### config.mk
export PLATFORM = sky130hd
export DESIGN_NAME = rep3_serial_tx
export DESIGN_NICKNAME = d
export VERILOG_FILES = /design/src/rtl/rep3_serial_tx_pkg.sv /design/src/rtl/rep3_cycle_counter.sv /design/src/rtl/rep3_serial_tx.sv
export SDC_FILE = /design/constraint.sdc
export NUM_CORES = 1
export LEC_CHECK = 0
export BUFFER_PORTS_ARGS = -buffer_cell sky130_fd_sc_hd__buf_2
export CAP_MARGIN = 20
export CORE_ASPECT_RATIO = 0.8
export CORE_UTILIZATION = 25
export CTS_CLUSTER_DIAMETER = 100
export CTS_CLUSTER_SIZE = 14
export DETAILED_ROUTE_END_ITERATION = 12
export PLACE_DENSITY = 0.4
export SLEW_MARGIN = 20
export SYNTH_ARGS = -nofsm -noshare
export SYNTH_HDL_FRONTEND = slang
export SYNTH_SLANG_ARGS = --single-unit
### constraint.sdc
create_clock -name clk -period 1.3 [get_ports clk]
set_input_delay 0 -clock clk [delete_from_list [all_inputs] [get_ports clk]]
set_output_delay 0 -clock clk [all_outputs]
set_load 0.01 [all_outputs]
### src/rtl/rep3_serial_tx_pkg.sv
// Shared constants for the rate-1/3 repetition-code serial link.
// The matching receiver imports the same header.
package rep3_serial_tx_pkg;

   localparam logic [1:0] RTX_IDLE  = 2'd0;
   localparam logic [1:0] RTX_START = 2'd1;
   localparam logic [1:0] RTX_DATA  = 2'd2;

   localparam int RTX_REP = 3;

endpackage

### src/rtl/rep3_cycle_counter.sv
// Mod-3 repetition counter with synchronous clear and terminal-count flag.
// The flag marks the last copy of the current symbol.
module rep3_cycle_counter
   import rep3_serial_tx_pkg::*;
(
   input  logic clk,
   input  logic rst_n,
   input  logic clear,
   input  logic en,
   output logic tc
);

   logic [1:0] rep_cnt;

   assign tc = (rep_cnt == 2'(RTX_REP - 1));

   always_ff @(posedge clk or negedge rst_n) begin
      if (!rst_n) begin
         rep_cnt <= 2'd0;
      end else if (clear) begin
         rep_cnt <= 2'd0;
      end else if (en) begin
         rep_cnt <= tc ? 2'd0 : rep_cnt + 2'd1;
      end
   end

endmodule

### src/rtl/rep3_serial_tx.sv
// Serial transmitter for a rate-1/3 repetition code: a start symbol and then
// the data bits LSB first, with each symbol sent on three consecutive cycles.
module rep3_serial_tx
   import rep3_serial_tx_pkg::*;
#(
   parameter int DATA_W = 8
) (
   input  logic              clk,
   input  logic              rst_n,
   input  logic              in_val,
   output logic              in_rdy,
   input  logic [DATA_W-1:0] in_data,
   output logic              out_val,
   output logic              out_bit,
   output logic              busy
);

   localparam int BW = (DATA_W > 1) ? $clog2(DATA_W) : 1;
   localparam logic [BW-1:0] LAST_BIT = BW'(DATA_W - 1);

   typedef enum logic [1:0] {
      ST_IDLE  = RTX_IDLE,
      ST_START = RTX_START,
      ST_DATA  = RTX_DATA
   } state_t;

   state_t            state, state_next;
   logic [DATA_W-1:0] shreg, shreg_next;
   logic [BW-1:0]     bit_cnt, bit_cnt_next;
   logic              rep_tc;
   logic              last_bit;
   logic              xfer;

   // Holding the counter clear while idle means every frame starts on copy 0;
   // all other state changes happen on the terminal count, where it wraps anyway.
   rep3_cycle_counter u_rep_cnt (
      .clk   (clk),
      .rst_n (rst_n),
      .clear (state == ST_IDLE),
      .en    (1'b1),
      .tc    (rep_tc)
   );

   assign last_bit = (bit_cnt == LAST_BIT);
   assign in_rdy   = (state == ST_IDLE) || ((state == ST_DATA) && last_bit && rep_tc);
   assign xfer     = in_val && in_rdy;
   assign busy     = out_val;

   always_comb begin
      state_next   = state;
      shreg_next   = shreg;
      bit_cnt_next = bit_cnt;
      case (state)
         ST_IDLE: begin
            if (xfer) begin
               state_next   = ST_START;
               shreg_next   = in_data;
               bit_cnt_next = '0;
            end
         end
         ST_START: begin
            if (rep_tc) begin
               state_next = ST_DATA;
            end
         end
         ST_DATA: begin
            if (rep_tc) begin
               if (last_bit) begin
                  bit_cnt_next = '0;
                  if (xfer) begin
                     state_next = ST_START;
                     shreg_next = in_data;
                  end else begin
                     state_next = ST_IDLE;
                     shreg_next = shreg >> 1;
                  end
               end else begin
                  shreg_next   = shreg >> 1;
                  bit_cnt_next = bit_cnt + 1'b1;
               end
            end
         end
         default: begin
            state_next = ST_IDLE;
         end
      endcase
   end

   // The line outputs are computed from the next state so they leave a flop.
   always_ff @(posedge clk or negedge rst_n) begin
      if (!rst_n) begin
         state   <= ST_IDLE;
         shreg   <= '0;
         bit_cnt <= '0;
         out_val <= 1'b0;
         out_bit <= 1'b0;
      end else begin
         state   <= state_next;
         shreg   <= shreg_next;
         bit_cnt <= bit_cnt_next;
         out_val <= (state_next != ST_IDLE);
         out_bit <= (state_next == ST_START) || ((state_next == ST_DATA) && shreg_next[0]);
      end
   end

endmodule
==> results of run 1 <==
## kinds of logic after synthesis
logic type                 share of synthesized area [%]
and+or+nand+nor                                     21.1
DFF                                                 51.6
muxes                                               1.21
adders and majority gates                           3.03
buffers and inverters                               3.79
AOI/OAI and AO/OA                                   19.3
## final timing paths
path,from,endpoint,depth (start not counted)
worst max-delay path,bit_cnt[0],out_bit,6
worst min-delay path,in_data[7],shreg[7],2
worst max register to register,bit_cnt[0],out_bit,6
worst min register to register,bit_cnt[1],bit_cnt[1],2
max in group asynchronous,rst_n,shreg[7],2
min in group asynchronous,rst_n,busy,2
## per-stage QoR
stage               utilization (%)  setup slack, ns
detailed placement             34.3           -0.160
CTS                            38.9           -0.168
finish                         39.9           -0.184
global placement               34.3           -0.170
floorplan                         -          -0.0602
global route                   39.9           -0.266
## area by class of cell
| class | count | area (um2) |
|---|---|---|
| fillers | 317 | 1870 |
| inverters | 2 | 7.51 |
| multi-input cells | 52 | 417 |
| clock buffers | 3 | 41.3 |
| clock inverters | 1 | 5.00 |
| flip-flops and latches | 17 | 425 |
| repair buffers | 41 | 294 |
| well taps | 40 | 50.0 |
## critical path, stage by stage (launching register included)
cell and delay [ns]:
dfrtp_1 0.39, ha_2 0.20, ha_4 0.17, nand3b_1 0.11, mux2i_1 0.20, o211ai_1 0.13, a21o_1 0.17
## power by group through the flow
stage	Combinational, mW	Clock [mW]	Sequential [mW]
after global routing	1.45	0.445	0.921
final	1.32	0.398	0.889
after CTS	1.25	0.413	0.886
after global placement	1.16	0	0.905
after detailed placement	1.14	0	0.899
after floorplan	0.724	0	0.882
## registers in the layout, summed over array words and instances, names as in the netlist
name / count
busy: 1
bit_cnt: 3
out_bit: 1
state: 2
u_rep_cnt.rep_cnt: 2
shreg: 8
## synth_stat cells, drive strengths merged (2+ instances only)
library cell / count
nor2: 3
inv: 2
ha: 2
and2b: 2
nand3: 4
nand2b: 2
dfrtp: 17
nand3b: 2
a221o: 6
nand2: 9
and2: 6
a21o: 2
a21oi: 5
buf: 3
## repair_timing
action | 4_1_cts | 5_1_grt
gates resized for setup | 4 | 3
setup buffers | 2 | 2
pin swaps | 2 | 1
endpoints found under the setup margin | 14 | 14
hold endpoints to repair | 23 | 0
hold buffers | 7 | 0
gates cloned | 0 | 0
## layer usage
metal / GRT usage (%) / share of wire (%) / vias up
met4: 3.19 / 0.53 / 0
met1: 17.5 / 53 / 335
li1: - / - / 349
met2: 17.5 / 43 / 9
met3: 4.53 / 3.1 / 2
met5: 0 / 0 / -
==> results_dict.tcl, run 1 <==
set metrics [dict create \
    outcome "finished with violations" \
    violations "setup timing" \
    total_negative_slack_for_setup_checks_ns -1.31 \
    route.antenna.remaining_nets 0 \
    initial_utilization_pct 26.5 \
    wire_per_inst_um 12.1 \
    max_slew_margin_pct 72.6 \
    gr-usage-all-layers_pct 12.4 \
    asyncSetResetFlopFracSynth_pct 100 \
    post-route-min-period_ns 1.48 \
    vias_in_the_first_global_route 651 \
    chipHeight_um 53.4 \
    timing.final.crit_share_pct 114 \
    final_hold_viol_count 0 \
    cp_data_required_time_ns 1.45 \
    cellInternalPower_mw 1.72 \
    grt_antenna_before_repair 0 \
    final_layout_size_suffix_gt1_share_pct 44.0 \
    kind_of_start_point_of_the_critical_path "register" \
    reg2reg_setup_slack_ns -0.18 \
    post-place-cells 141 \
    criticalPathCategory "register to register" \
    leak_pwr_nw 0.616 \
    postSynthNetCount 87 \
    power.net_switching_uw 882 \
    tritoncts_clock_tree "built" \
    diodes 0 \
    path_category_of_the_worst_min_delay_check "input pin to register" \
    ys.warnings.count 0 \
    dp_hpwl_um 1360 \
    end_kind "register" \
    final_common_cell "buf_4" \
    hold-worst-slack_ns 0.00852 \
    syn_area_um2 825 \
    p_clk_share_pct 15.3 \
    power.share.combinational_pct 50.6 \
    max_freq_ghz 0.674 \
    finalWorstSetupSlack_ns -0.184 \
    port_buffers 14 \
    drv.max_cap_violation_count 0 \
    grt_first_pass_wirelength_um 3130 \
    cts_num_sinks 17 \
    power.ir.vdd_worst_mv 0.749 \
    cp_data_arrival_time_ns 1.63 \
    final_nets 130 \
    synth_top_area_share_pct 51.6 \
    die-width_um 66.2 \
    clock_skew_ns 0.00285 \
    layout.cell_area.non_filler_um2 1240 \
    flow.area_growth_from_synthesis_pct 50.4 \
    report.final.slew_viol_count 0 \
    pwr_density_cell_nw_per_um2 2100 \
    fp.dieArea_um2 3530 \
    power.total_mw 2.60 \
    num_vias 695 \
    worst_pin_slew_ns 0.411 \
    num_rows 18 \
    worstSkewPairLatency_ns 0.25 \
    seq_power_share_pct 34.1 \
    rsz0062_at_grt "yes" \
    finish.cell_count_without_fillers 156 \
    clock_tree.buffer_depth 2 \
    synthDominantAreaCellType "dfrtp_1" \
    cts.htree.levels 1 \
    maximum_fanout_count_along_the_critical_path 4 \
    switching_share_pct 33.9 \
    post-route-drc-count 0 \
    finalWirelength_um 1890 \
    clk_pin_slew_ns 0.07 \
    cts-buffers-inserted 3 \
    final_cell_mix "buf_4 (19), dfrtp_1 (17), buf_2 (14)" \
    predominant_post_synthesis_flop_cell "dfrtp_1" \
    coreArea_um2 3110 \
    synthTopCellsByArea "dfrtp_1 (52%), a221o_1 (7.3%), and2_0 (4.6%)" \
    detail_route.vias_per_cell 4.46 \
    seq_area_frac_synth_pct 51.6 \
    maximum_number_of_pins_on_one_net_before_global_route_repair 18 \
    post_synth.cell_area_avg_um2 11.1 \
    global_placement_routability_congestion 0.784 \
    synth_edf_count 0 \
    drt_iter0_drc 26 \
    synth_cell_type_count 30 \
    finalSetupViolCount 11 \
    synth.ff_latch_count 17 \
    design.portCount 15 \
    synthesis.instances 74 \
    first_pass_iteration_count_of_the_detailed_router 4 \
    overflow 0 \
    root_buffer "clkbuf_8" \
    placedInstanceArea_um2 1060 \
]
Note: power is estimated with default switching activity, not from simulation.
==> run 2, diff against run 1 <==
- SETUP_SLACK_MARGIN: not set -> 0.5
==> results_dict.tcl, run 2 (synthesis gave the netlist of run 1 again) <==
set metrics [dict create \
    cp_slowest_cell "dfrtp_1" \
    power.ir.vdd_worst_mv 0.831 \
    placedInstanceArea_um2 1070 \
    diodes 0 \
    num_rows 18 \
    multi_input_comb_area_um2 452 \
    holdBufCountCts 2 \
    tritoncts_clock_tree "built" \
    initial_utilization_pct 26.5 \
    gr-usage-all-layers_pct 13.0 \
    critical_path_buf_inv_count 1 \
    path_category_of_the_worst_min_delay_check "input pin to register" \
    switching_share_pct 34.4 \
    largest_reg_flops 8 \
    drt_iter0_drc 34 \
    route.antenna.remaining_nets 0 \
    drv.max_cap_violation_count 0 \
    finalSetupViolCount 11 \
    final_layout_size_suffix_gt1_share_pct 53.6 \
    flow.area_growth_from_synthesis_pct 50.5 \
    detail_route.vias_per_cell 4.47 \
    power.net_switching_uw 930 \
    final_nets 126 \
    chipHeight_um 53.4 \
    hold-worst-slack_ns -0.0308 \
    finalWirelength_um 1950 \
    maximum_fanout_count_along_the_critical_path 6 \
    design.portCount 15 \
    reg2reg_setup_slack_ns -0.16 \
    outcome "finished with violations" \
    criticalPathCategory "register to register" \
    worstSkewPairLatency_ns 0.26 \
    clock_skew_ns 0.000938 \
    cellInternalPower_mw 1.77 \
    finish.cell_count_without_fillers 152 \
    cp_data_arrival_time_ns 1.66 \
    pre_cts_ws_ns -0.200 \
    pwr_density_cell_nw_per_um2 2170 \
    dp_hpwl_um 1390 \
    clock_tree.buffer_depth 2 \
    cp_data_required_time_ns 1.49 \
    timing.critical_path.cells "ha_2 > ha_4 > buf_4 > a21oi_2 > a221o_1" \
    finalCoreUtilization_pct 39.9 \
    num_vias 680 \
    max_slew_margin_pct 74.0 \
    overflow 0 \
    largest_registers "shreg: 8 flops, bit_cnt: 3 flops" \
    report.final.slew_viol_count 0 \
    power.share.combinational_pct 51.2 \
    port_buffers 14 \
    final_cell_mix "buf_4 (18), dfrtp_1 (16), buf_2 (14)" \
    first_pass_iteration_count_of_the_detailed_router 6 \
    violations "hold timing, setup timing" \
    fp.dieArea_um2 3530 \
    clk_pin_slew_ns 0.07 \
    vias_in_the_first_global_route 703 \
    coreArea_um2 3110 \
    post-place-cells 141 \
    hold_path_depth 2 \
    root_buffer "clkbuf_8" \
    post-route-min-period_ns 1.46 \
    p_clk_share_pct 14.8 \
    cts.htree.levels 1 \
    leak_pwr_nw 0.607 \
    critical-path-top-delay-family "compound AO/OA/AOI/OAI gates" \
    final_common_cell "buf_4" \
    total_negative_slack_for_setup_checks_ns -1.38 \
    finalWorstSetupSlack_ns -0.162 \
    nFillCells 316 \
    global_placement_routability_congestion 0.764 \
    kind_of_start_point_of_the_critical_path "register" \
    regToRegStartpoint "bit_cnt[0]" \
    wire_per_inst_um 12.8 \
    critPathMaxStageDelay_ns 0.39 \
    max_freq_ghz 0.684 \
    grt_antenna_before_repair 0 \
    maximum_number_of_pins_on_one_net_before_global_route_repair 18 \
    power.total_mw 2.70 \
    grt_first_pass_wirelength_um 3260 \
    timing.final.crit_share_pct 112 \
    final-seq-area_um2 427 \
    post-route-drc-count 0 \
    layout.cell_area.non_filler_um2 1240 \
    end_kind "register" \
    worst_pin_slew_ns 0.390 \
    seq_power_share_pct 34.0 \
    cts-buffers-inserted 3 \
    final_hold_viol_count 6 \
    end_of_the_worst_register_to_register_path "shreg[5]" \
    cts_num_sinks 17 \
    rsz0062_at_grt "yes" \
    largest_register "shreg" \
    die-width_um 66.2 \
    worst-r2r-cell-count 5 \
    holdPathEnd "shreg[6]" \
    worstHoldStart "in_data[6]" \
]
run 2: layout make-up:
cell class              count  area share (%)
flip-flops and latches     17            34.4
well taps                  40            4.03
multi-input cells          52            36.4
clock buffers               3            3.33
repair buffers             37            20.9
inverters                   2           0.605
clock inverters             1           0.403
run 2: worst max path at each step:
| stage | start | to | slack [ns] | cells past startpoint |
|---|---|---|---|---|
| after floorplan | bit_cnt[0] | out_bit | -0.06 | 6 |
| after global placement | bit_cnt[1] | busy | -0.17 | 5 |
| after detailed placement | state[1] | shreg[5] | -0.20 | 4 |
| after CTS | bit_cnt[1] | out_bit | -0.16 | 6 |
| after global routing | bit_cnt[1] | out_bit | -0.24 | 6 |
| final | bit_cnt[0] | shreg[5] | -0.16 | 5 |
run 2: repair_timing:
action / CTS / global route
gates resized for setup: 14 / 3
setup endpoints to repair: 18 / 21
buffers inserted: 3 / 2
pin swaps: 4 / 3
hold endpoints to repair: 24 / 6
run 2: power by group through the flow:
stage | logic, mW | clock network (mW) | registers, mW
after floorplan | 0.756 | 0 | 0.886
after global placement | 1.16 | 0 | 0.912
after detailed placement | 1.16 | 0 | 0.919
after CTS | 1.37 | 0.417 | 0.916
after global routing | 1.50 | 0.454 | 0.956
final | 1.38 | 0.400 | 0.917
run 2: metal layers:
layer / wire (um) / GRT usage (%)
met5: 0 / 0
met4: 28 / 5.32
met3: 103 / 5.39
met2: 858 / 19.6
met1: 963 / 16.2
==> run 3, diff against run 2 <==
- ABC_AREA: not set -> 1
- PLACE_DENSITY: 0.4 -> 0.39
==> results_dict.tcl, run 3 <==
set metrics [dict create \
    outcome "finished with violations" \
    violations "setup timing" \
    asyncSetResetFlopFracSynth_pct 100 \
    max_slew_margin_pct 72.9 \
    critPathMostFrequentCell "nand2_2" \
    num_vias 792 \
    seq_power_share_pct 32.2 \
    clock_skew_ns 0.00501 \
    power.total_mw 2.88 \
    maximum_fanout_count_along_the_critical_path 3 \
    rsz0062_at_grt "yes" \
    post-route-min-period_ns 1.68 \
    layout.cell_area.non_filler_um2 1340 \
    cts_num_sinks 17 \
    pwr_density_cell_nw_per_um2 2150 \
    wire_per_inst_um 11.9 \
    synthDominantAreaCellType "dfrtp_1" \
    final_layout_size_suffix_gt1_share_pct 42.6 \
    switching_share_pct 37.3 \
    critPathMaxStageDelay_ns 0.37 \
    hold_path_depth 5 \
    cts.htree.levels 1 \
    largest_reg_flops 8 \
    synth.ff_latch_count 17 \
    post_synth_most_frequent_cells "nand2_1 (18), dfrtp_1 (17), nand3_1 (16), inv_1 (15), o21ai_1 (6)" \
    diodes 0 \
    synth_cell_type_count 25 \
    report.final.slew_viol_count 0 \
    placedInstanceArea_um2 1160 \
    worstSkewPairLatency_ns 0.25 \
    post-route-drc-count 0 \
    port_buffers 14 \
    p_clk_share_pct 14.1 \
    num_rows 18 \
    synth_top_area_share_pct 48.5 \
    gr-usage-all-layers_pct 14.4 \
    synthesis.instances 101 \
    grt_antenna_before_repair 0 \
    power.net_switching_mw 1.07 \
    ys.warnings.count 0 \
    coreArea_um2 3220 \
    end_kind "register" \
    final_cell_mix "buf_4 (18), dfrtp_1 (17), inv_1 (15)" \
    fp.dieArea_um2 3750 \
    kind_of_start_point_of_the_critical_path "register" \
    largest_register "shreg" \
    worstHoldStart "in_data[5]" \
    worst_pin_slew_ns 0.407 \
    final_nets 155 \
    holdPathEnd "shreg[5]" \
    drv.max_cap_violation_count 0 \
    finalWorstSetupSlack_ns -0.379 \
    clock_tree.buffer_depth 2 \
    power.share.combinational_pct 53.7 \
    reg2reg_setup_slack_ns -0.38 \
    first_pass_iteration_count_of_the_detailed_router 4 \
    postSynthNetCount 114 \
    max_freq_ghz 0.596 \
    die-width_um 68.2 \
    power.ir.vdd_worst_mv 0.681 \
    timing.final.crit_share_pct 129 \
    detail_route.vias_per_cell 4.38 \
    dp_hpwl_um 1530 \
    root_buffer "clkbuf_8" \
    tritoncts_clock_tree "built" \
    cp_data_arrival_time_ns 1.87 \
    chipHeight_um 55.0 \
    predominant_post_synthesis_flop_cell "dfrtp_1" \
    initial_utilization_pct 27.2 \
    final_common_cell "buf_4" \
    cellInternalPower_mw 1.80 \
    maximum_number_of_pins_on_one_net_before_global_route_repair 18 \
    global_placement_routability_congestion 0.706 \
    cts-buffers-inserted 3 \
    route.antenna.remaining_nets 0 \
    path_category_of_the_worst_min_delay_check "input pin to register" \
    post_synth.cell_area_avg_um2 8.68 \
    finalWirelength_um 2150 \
    largest_registers "shreg: 8 flops, bit_cnt: 3 flops" \
    vias_in_the_first_global_route 833 \
    grt_first_pass_wirelength_um 3820 \
    finalSetupViolCount 13 \
    clk_pin_slew_ns 0.07 \
    hold-worst-slack_ns 0.0493 \
    seq_area_frac_synth_pct 48.5 \
    final_hold_viol_count 0 \
    worst-r2r-cell-count 11 \
    leak_pwr_nw 0.625 \
    regToRegStartpoint "bit_cnt[0]" \
    drt_iter0_drc 15 \
    syn_area_um2 877 \
    criticalPathCategory "register to register" \
    cp_slowest_cell "dfrtp_1" \
    flow.area_growth_from_synthesis_pct 52.8 \
    end_of_the_worst_register_to_register_path "out_bit" \
    synthMostInstantiatedCell "nand2_1" \
    timing.critical_path.cells "ha_2 > ha_4 > nand3_4 > o21bai_4 > buf_6 > nand4_1 > nand3_2 > nand2_2 > nand2_2 > nand2_2 > nand2_1" \
    design.portCount 15 \
    synthTopCellsByArea "dfrtp_1 (49%), nand3_1 (9.1%), nand2_1 (7.7%)" \
    cp_data_required_time_ns 1.49 \
    overflow 0 \
    synth_edf_count 0 \
]
## run 3: how the worst max path moves through the flow
| stage | start | end | slack, ns | cells after the start |
|---|---|---|---|---|
| 2_1_floorplan | bit_cnt[0] | busy | -0.31 | 9 |
| 3_3_place_gp | bit_cnt[0] | out_bit | -0.31 | 11 |
| 3_5_place_dp | bit_cnt[0] | out_bit | -0.34 | 11 |
| 4_1_cts | bit_cnt[1] | busy | -0.29 | 8 |
| 5_1_grt | bit_cnt[0] | out_bit | -0.46 | 11 |
| 6_report | bit_cnt[0] | out_bit | -0.38 | 11 |
## run 3: per-stage QoR
| step | instances | setup TNS, ns | setup WS, ns | utilization [%] |
|---|---|---|---|---|
| 3_5_place_dp | 170 | -2.71 | -0.343 | 36.1 |
| 6_report | 181 | -2.99 | -0.379 | 41.6 |
| 2_1_floorplan | 101 | -2.18 | -0.309 | - |
| 4_1_cts | 179 | -2.47 | -0.294 | 39.5 |
| 5_1_grt | 181 | -4.43 | -0.458 | 41.6 |
| 3_3_place_gp | 170 | -2.23 | -0.307 | 36.1 |
## run 3: power groups by stage
stage          logic [mW]  registers (mW)  clock network (mW)
2_1_floorplan       0.774           0.917                   0
4_1_cts              1.39           0.914               0.415
6_report             1.55           0.927               0.405
3_5_place_dp         1.30           0.920                   0
3_3_place_gp         1.29           0.919                   0
5_1_grt              1.73           0.967               0.441
## run 3: layout make-up
cell class              count  area [um2]
fillers                   342        1880
multi-input cells          64         459
flip-flops and latches     17         425
repair buffers             39         297
inverters                  17        63.8
well taps                  40        50.0
clock buffers               4        45.0
## run 3: timing repair
action | 4_1_cts | 5_1_grt
endpoints found under the hold margin | 18 | 0
pin swaps | 4 | 7
gates resized for setup | 5 | 11
setup buffers | 3 | 2
setup endpoints to repair | 18 | 20
hold buffers | 2 | 0
## run 3: cell families after synthesis
| logic type | share of synthesized area (%) |
|---|---|
| AO/OA/AOI/OAI | 14.0 |
| adder cells (fa/ha/maj) | 2.85 |
| buffers and inverters | 9.99 |
| flip-flops | 48.5 |
| AND/OR/NAND/NOR | 24.7 |
## run 3: routing by layer
metal  share of wire [%]  vias to the layer above  track usage, %
met5                   0                        -               0
met4                0.79                        0            4.17
met3                 2.3                        2            3.69
met2                  47                        8            23.9
met1                  50                      375            18.5
li1                    -                      407               -
## run 3: critical path: cells and delay by family, from the launching register on
family                     cells  cell delay, ns
DFF                            1            0.37
AOI/OAI and AO/OA              1            0.20
and+or+nand+nor                7            0.57
adders and majority gates      2            0.34
buffers and inverters          1            0.13
